==> src/rtl/snoop_resp_collector_pkg.sv <==
// Shared cache-bus types and the snoop response collector state encoding.
package snoop_resp_collector_pkg;

  typedef enum logic [1:0] {
    bus_rd    = 2'd0,
    bus_rdx   = 2'd1,
    bus_upgr  = 2'd2,
    bus_flush = 2'd3
  } bus_req_type_t;

  typedef struct packed {
    bus_req_type_t req_type;
    logic [3:0]    src_id;
    logic [31:0]   addr;
  } cache_bus_pkt_t;

  localparam int cache_bus_pkt_width = $bits(cache_bus_pkt_t);

  typedef enum logic [2:0] {
    s_idle  = 3'd0,
    s_begin = 3'd1,
    s_check = 3'd2,
    s_wait  = 3'd3,
    s_fwd   = 3'd4,
    s_done  = 3'd5
  } collector_state_e;

endpackage

==> src/rtl/snoop_resp_collector_skid.sv <==
// One-entry skid register for forwarded bus beats. The output shows the
// held beat when one is stored, otherwise the live beat passes straight through.
// Handshake: a beat moves when out_valid_o & out_ready_i; the source has no
// back-pressure, so it must not present a new beat while a held beat is stalled.
module bus_beat_skid #(
  parameter int width_p = 128
) (
  input  logic               clk_i,
  input  logic               nreset_i,
  input  logic               clr_i,
  input  logic               in_valid_i,
  input  logic [width_p-1:0] in_data_i,
  input  logic               out_ready_i,
  output logic               out_valid_o,
  output logic [width_p-1:0] out_data_o
);

  logic               full_q;
  logic [width_p-1:0] data_q;

  // Capture a live beat that cannot leave this cycle; refill behind an accepted held beat.
  always_ff @(posedge clk_i or negedge nreset_i) begin
    if (!nreset_i) begin
      full_q <= 1'b0;
      data_q <= '0;
    end else if (clr_i) begin
      full_q <= 1'b0;
    end else if (full_q) begin
      if (out_ready_i) begin
        if (in_valid_i) data_q <= in_data_i;
        else            full_q <= 1'b0;
      end
    end else if (in_valid_i && !out_ready_i) begin
      full_q <= 1'b1;
      data_q <= in_data_i;
    end
  end

  // Held beat has priority so ordering is preserved.
  always_comb begin
    out_valid_o = full_q | in_valid_i;
    out_data_o  = full_q ? data_q : in_data_i;
  end

endmodule

==> src/rtl/snoop_resp_collector.sv <==
// Broadcasts a granted bus request to the snoopers, collects hit/wait
// responses, forwards a dirty block from its owner or asks memory for it.
// Handshakes: req is accepted when req_valid_i & req_ready_o; a response beat
// is accepted when resp_valid_o & resp_ready_i. Snoop data has no back-pressure.
module snoop_resp_collector
  import snoop_resp_collector_pkg::*;
#(
  parameter int num_caches_p     = 4,
  parameter int dma_data_width_p = 4,
  parameter int block_width_p    = 16,
  localparam int id_w            = (num_caches_p > 1) ? $clog2(num_caches_p) : 1,
  localparam int beat_w          = dma_data_width_p * 32,
  localparam int beats_per_block = block_width_p / dma_data_width_p,
  localparam int cnt_w           = (beats_per_block > 1) ? $clog2(beats_per_block) : 1
) (
  input  logic                           clk_i,
  input  logic                           nreset_i,
  input  logic                           req_valid_i,
  output logic                           req_ready_o,
  input  cache_bus_pkt_t                 req_pkt_i,
  input  logic [id_w-1:0]                req_id_i,
  output logic [num_caches_p-1:0]        snp_valid_o,
  output logic                           snp_tx_begin_o,
  output logic [num_caches_p-1:0]        snp_last_rx_o,
  output cache_bus_pkt_t                 snp_pkt_o,
  input  logic [num_caches_p-1:0]        snp_wait_i,
  input  logic [num_caches_p-1:0]        snp_hit_i,
  input  logic [num_caches_p-1:0]        snp_valid_i,
  input  logic [num_caches_p*beat_w-1:0] snp_data_i,
  output logic                           resp_valid_o,
  input  logic                           resp_ready_i,
  output logic [beat_w-1:0]              resp_data_o,
  output logic                           resp_last_o,
  output logic                           resp_shared_o,
  output logic                           resp_fwd_o,
  output logic [31:0]                    resp_addr_o,
  output logic                           mem_fetch_o,
  output collector_state_e               state_o
);

  localparam logic [31:0] addr_step = 32'(dma_data_width_p * 4);

  collector_state_e        state_q, state_d;
  cache_bus_pkt_t          pkt_q;
  logic [id_w-1:0]         req_id_q, owner_q, first_k, owner_sel;
  logic [cnt_w-1:0]        cnt_q;
  logic                    shared_q, fwd_q;
  logic [num_caches_p-1:0] nonreq_mask, wait_nr, hit_nr, valid_nr;
  logic [beat_w-1:0]       sel_data, skid_data;
  logic                    skid_in_valid, skid_out_valid, skid_out_ready;
  logic                    accept, is_last;

  // Requester's own snoop responses are masked out everywhere.
  always_comb begin
    nonreq_mask           = '1;
    nonreq_mask[req_id_q] = 1'b0;
    wait_nr               = snp_wait_i & nonreq_mask;
    hit_nr                = snp_hit_i & nonreq_mask;
    valid_nr              = snp_valid_i & nonreq_mask;
  end

  // Lowest-index data responder wins; the data lane follows the latched owner once forwarding.
  always_comb begin
    first_k = '0;
    for (int i = num_caches_p - 1; i >= 0; i--) begin
      if (valid_nr[i]) first_k = id_w'(i);
    end
    owner_sel = (state_q == s_fwd) ? owner_q : first_k;
    sel_data  = '0;
    for (int i = 0; i < num_caches_p; i++) begin
      if (owner_sel == id_w'(i)) sel_data = snp_data_i[i*beat_w +: beat_w];
    end
  end

  // The first beat seen while waiting lands in the skid and is presented from s_fwd.
  always_comb begin
    skid_in_valid  = ((state_q == s_wait) && (|valid_nr)) ||
                     ((state_q == s_fwd) && valid_nr[owner_q]);
    skid_out_ready = (state_q == s_fwd) && resp_ready_i;
  end

  bus_beat_skid #(.width_p(beat_w)) u_skid (
    .clk_i       (clk_i),
    .nreset_i    (nreset_i),
    .clr_i       (state_q == s_idle),
    .in_valid_i  (skid_in_valid),
    .in_data_i   (sel_data),
    .out_ready_i (skid_out_ready),
    .out_valid_o (skid_out_valid),
    .out_data_o  (skid_data)
  );

  // Next-state logic and state-decoded outputs.
  always_comb begin
    state_d        = state_q;
    resp_valid_o   = (state_q == s_fwd) && skid_out_valid;
    accept         = resp_valid_o && resp_ready_i;
    is_last        = (cnt_q == cnt_w'(beats_per_block - 1));
    req_ready_o    = (state_q == s_idle);
    snp_tx_begin_o = (state_q == s_begin);
    snp_valid_o    = (state_q == s_idle) ? '0 : nonreq_mask;
    mem_fetch_o    = (state_q == s_done) && !fwd_q;
    resp_data_o    = (state_q == s_fwd) ? skid_data : '0;
    resp_last_o    = resp_valid_o && is_last;
    snp_last_rx_o  = '0;
    if ((state_q == s_fwd) && is_last) snp_last_rx_o[owner_q] = 1'b1;
    case (state_q)
      s_idle:  if (req_valid_i) state_d = s_begin;
      s_begin: state_d = s_check;
      s_check: state_d = (|wait_nr) ? s_wait : s_done;
      s_wait: begin
        if (|valid_nr)      state_d = s_fwd;
        else if (!(|wait_nr)) state_d = s_done;
      end
      s_fwd:   if (accept && is_last) state_d = s_done;
      s_done:  state_d = s_idle;
      default: state_d = s_idle;
    endcase
  end

  // State register.
  always_ff @(posedge clk_i or negedge nreset_i) begin
    if (!nreset_i) state_q <= s_idle;
    else           state_q <= state_d;
  end

  // Request latch, snoop summary, owner and beat/address tracking.
  always_ff @(posedge clk_i or negedge nreset_i) begin
    if (!nreset_i) begin
      pkt_q    <= '0;
      req_id_q <= '0;
      owner_q  <= '0;
      cnt_q    <= '0;
      shared_q <= 1'b0;
      fwd_q    <= 1'b0;
    end else begin
      if ((state_q == s_idle) && req_valid_i) begin
        pkt_q    <= req_pkt_i;
        req_id_q <= req_id_i;
        owner_q  <= '0;
        cnt_q    <= '0;
        shared_q <= 1'b0;
        fwd_q    <= 1'b0;
      end
      if (state_q == s_check) shared_q <= |hit_nr;
      if ((state_q == s_wait) && (|valid_nr)) begin
        owner_q <= first_k;
        fwd_q   <= 1'b1;
      end
      if (accept) begin
        cnt_q      <= cnt_q + cnt_w'(1);
        pkt_q.addr <= pkt_q.addr + addr_step;
      end
    end
  end

  // Registered status outputs.
  always_comb begin
    resp_shared_o = shared_q;
    resp_fwd_o    = fwd_q;
    resp_addr_o   = pkt_q.addr;
    snp_pkt_o     = pkt_q;
    state_o       = state_q;
  end

`ifndef SYNTHESIS
  // Two caches returning data together means two owners of one block.
  always_ff @(posedge clk_i) begin
    if (nreset_i && (state_q == s_wait)) begin
      assert ($countones(valid_nr) <= 1)
        else $warning("snoop_resp_collector: %0d caches returned data together",
                      $countones(valid_nr));
    end
  end
`endif

endmodule
==> config.mk <==
export PLATFORM = sky130hd
export DESIGN_NAME = snoop_resp_collector
export DESIGN_NICKNAME = d
export VERILOG_FILES = /design/src/rtl/snoop_resp_collector_pkg.sv /design/src/rtl/snoop_resp_collector_skid.sv /design/src/rtl/snoop_resp_collector.sv
export SDC_FILE = /design/constraint.sdc
export NUM_CORES = 1
export LEC_CHECK = 0
export BUFFER_PORTS_ARGS = -buffer_cell sky130_fd_sc_hd__buf_2
export CORE_AREA = 4 4 299 301
export CTS_CLUSTER_SIZE = 40
export DETAILED_ROUTE_END_ITERATION = 10
export DIE_AREA = 0 0 303 305
export PLACE_DENSITY = 0.43
export SYNTH_ARGS = -nofsm -noshare
export SYNTH_HDL_FRONTEND = slang
export SYNTH_SLANG_ARGS = --single-unit
export TNS_END_PERCENT = 5
==> constraint.sdc <==
create_clock -name clk_i -period 2.6 [get_ports clk_i]
set_input_delay 0.52 -clock clk_i [delete_from_list [all_inputs] [get_ports clk_i]]
set_output_delay 0.52 -clock clk_i [all_outputs]
set_load 0.02 [all_outputs]
==> key figures <==
Power
  – Sw Share: 47.9%
  – NetSw: 0.0156 W
  – P_int: 0.0170 W
  – Gate power share: 76.1%
  – Pwr Density: 1160 nW/µm²
  – Worst VDD drop: between 0.0005 and 0.0006 V
  – Reg power frac: around 15%
  – Clk network pwr share: 8.5%
  – Leak: 13.1 nW

Timing
  – Worst hold slack: just over 50 ps
  – RSZ-0062 raised after global routing: true
  – Worst slew margin: 57.1%
  – Final setup fails: roughly 260
  – Fin. Hold Viols: 0
  – Skew final: about 23 ps
  – FMAX: 273 MHz
  – Fin crit share: 141%
  – Worst-Margin Slew: approximately 640 ps
  – Tmin final: 3660 ps
  – Final worst slack: -1060 ps
  – Fin. max-slew vios: 0

CTS
  – CTS Sinks: ~180
  – Root Driver: clkbuf_16
  – Clk buf depth: 2
  – H-tree depth: 4
  – Reg clk slew, reported paths: ~90 ps
  – CTS tree: yes
  – Clock latency on the worst-skew pair: 490 ps
  – Num CTS Buffers: 17

GRT
  – GR Overflow Total: 0
  – Pin count of the biggest net entering global routing: 63
  – First-pass GRT wire length: 141 mm
  – Initial antenna violation count: 22
  – GRT Overall Usage: 20.1%
  – Vias in the first global route: 21600

Detailed routing
  – Vias: ~22000
  – Via-per-instance ratio: approximately 5
  – DRT antenna net count: 0
  – Starting DRT DRC Count: between 1000 and 1500
  – DRT Pass-1 Iters: 5
  – Post-Route WL: 99.1 mm
  – Routed WL per cell: 22.9 µm
  – # DRC: 0

Floorplanning
  – Core Region: 86600 µm²
  – Ports: 784
  – Die span in y: 305 µm
  – Num rows: 108
  – Die area: 92400 µm²
  – Die X: a little over 300 µm
  – Initial Util: between 10% and 20%

Synth
  – EDFF count, synth: 0
  – Synthesized area: 15300 µm²
  – Main synth FF type: dfrtp_1
  – Yosys top cell area share: between 20 and 30%
  – Synth area leaders: dfrtp_1 (29%), nand2_1 (15%), a311o_1 (8.4%)
  – Synth Warn #: 0
  – Syn Area/Cell: around 7.6 µm²
  – Distinct cell type count after synthesis: 60
  – Synth area leader: dfrtp_1
  – Post-synthesis register bit count: 178
  – Synth Instances: 2017
  – Register area share after synthesis: slightly below 30%
  – Synth Net Count: between 2000 and 3000
  – Fraction of registers with async set/reset: 100%

Worst setup path
  – Crit-path max FO: 11
  – Worst setup EP type: output port
  – Req. time, crit path: 2080 ps
  – Internal reg-to-reg setup slack: -230 ps
  – CP Class: flip-flop to output port
  – Critical path launch point type: flip-flop
  – Worst Path Arrival: 3140 ps
  – R2R depth: 10

Final layout
  – Post-Layout Cell Count: 4326
  – Most frequent cells in the layout: buf_2 (654), nand2_1 (591), buf_4 (551)
  – Area Overhead vs Synth: 84.5%
  – Utilization of the core after routing: 32.5%
  – Share of post-route cells with drive strength above 1: 55.1%
  – Filler Cells Inserted: 9373
  – Most common cell after layout, fill and taps aside: buf_2
  – Nets@finish: 3708

Outcome
  – Failing checks: negative setup slack
  – Status: complete, but fails checks

Placement
  – Post-DP HPWL: 73.1 mm
  – GP Congestion: around 0.90
  – I/O Buffers: a little under 800
  – Post-Place Cells: 4241

Worst hold path
  – Min-delay worst type: input pin to asynchronous set/reset pin

Run
  – Maxcap violations: 0
==> per-stage QoR <==
stage               worst slack (ps)  power, W  area [µm²]  setup TNS (ps)
floorplan                       -487    0.0158       15500          -57950
global placement                -971    0.0253       24500         -106360
detailed placement              -963    0.0253       24500         -105900
CTS                            -1180    0.0311       27000         -157780
global route                   -1200    0.0346       28200         -169920
finish                         -1060    0.0325       28200         -143580
==> repair_timing <==
action,4_1_cts,5_1_grt
pin swaps,86,63
setup buffers,13,11
hold endpoints to repair,0,0
cloned,9,3
hold buffers,0,0
resized for setup,420,229
setup endpoints to repair,260,273
==> registers in the layout (all words and copies together), names as in the netlist <==
name / count
owner_q: 2
u_skid.full_q: 1
resp_addr_o: 32
req_id_q: 2
cnt_q: 2
u_skid.data_q: 128
resp_fwd_o: 1
state_o: 3
snp_pkt_o: 6
resp_shared_o: 1
==> layout make-up <==
| cell class | instances | area (µm²) | area share (%) |
|---|---|---|---|
| clock buffers | 18 | 429 | 1.52 |
| clock inverters | 14 | 156 | 0.555 |
| inverters | 10 | 37.5 | 0.133 |
| multi-input cells | 1550 | 11400 | 40.5 |
| flip-flops and latches | 178 | 4460 | 15.9 |
| well taps | 1155 | 1450 | 5.13 |
| repair buffers | 1381 | 10200 | 36.1 |
| diodes | 20 | 50.0 | 0.178 |
==> worst max-delay path, cell delays in order, from the launching register on <==
cell and delay, ps:
dfrtp_2 460, mux2_4 320, o22a_1 220, o21ai_4 150
buf_12 180, buf_6 130, buf_16 160, a2111oi_0 110
buf_4 160, a311o_1 320, a21oi_2 140, buf_4 140
buf_4 140
==> Yosys cell counts (2+ instances only) <==
library cell	number
o311ai_0	15
a21oi_1	138
buf_4	35
or4_1	2
dfrtp_1	178
or2_2	3
and4_1	3
o22ai_1	2
buf_6	14
ha_1	2
nand2_1	596
and3_1	4
clkbuf_1	196
or3_1	3
a22oi_1	4
buf_2	29
o21ai_0	10
o21a_1	2
o211ai_1	15
nor2_1	21
nor3b_1	3
inv_1	10
nand2b_1	3
buf_1	5
nor3_1	6
nand3_1	21
a311o_1	128
nor4b_1	2
and2_1	3
xor2_1	2
a311oi_1	129
mux2i_1	4
a211o_1	8
a2111oi_0	128
nor2b_1	4
a32oi_1	4
a211oi_1	2
nand4_1	3
a21o_1	130
a31oi_1	130
==> power groups by stage <==
stage          registers [W]  clock network (W)  logic, W
2_1_floorplan        0.00516                  0    0.0106
3_3_place_gp         0.00501                  0    0.0203
3_5_place_dp         0.00501                  0    0.0203
4_1_cts              0.00498            0.00292    0.0232
5_1_grt              0.00517            0.00298    0.0265
6_report             0.00501            0.00276    0.0248
==> kinds of logic (layout without fill, tap and decap cells) <==
group | after synthesis | in the layout | share of synthesized area, %
other cells | 0 | 20 | 0
fa+ha+maj | 2 | 2 | 0.164
flops | 178 | 178 | 29.2
compound gates | 854 | 854 | 43.1
xor+xnor | 3 | 3 | 0.172
simple gates | 684 | 684 | 17.9
mux | 7 | 7 | 0.582
buf+inv | 289 | 1423 | 8.90
==> final timing paths <==
kind / start / endpoint
setup / recovery: req_id_q[0] / resp_data_o[88]
hold / removal: nreset_i / resp_addr_o[1]
setup reg to reg: state_o[1] / u_skid.data_q[78]
hold reg to reg: snp_pkt_o[37] / snp_pkt_o[37]
max in group asynchronous: nreset_i / u_skid.data_q[99]
min in group clk_i: req_pkt_i[1] / resp_addr_o[1]
==> metal layers <==
layer | vias to the layer above | GRT usage (%) | share of wire [%]
li1 | 10000 | - | -
met1 | 10700 | 25.4 | 42
met2 | 729 | 34.8 | 50
met3 | 142 | 2.95 | 4.8
met4 | 4 | 7.18 | 3.0
met5 | - | 0 | 0.035
(Power assumes the default switching activity.)
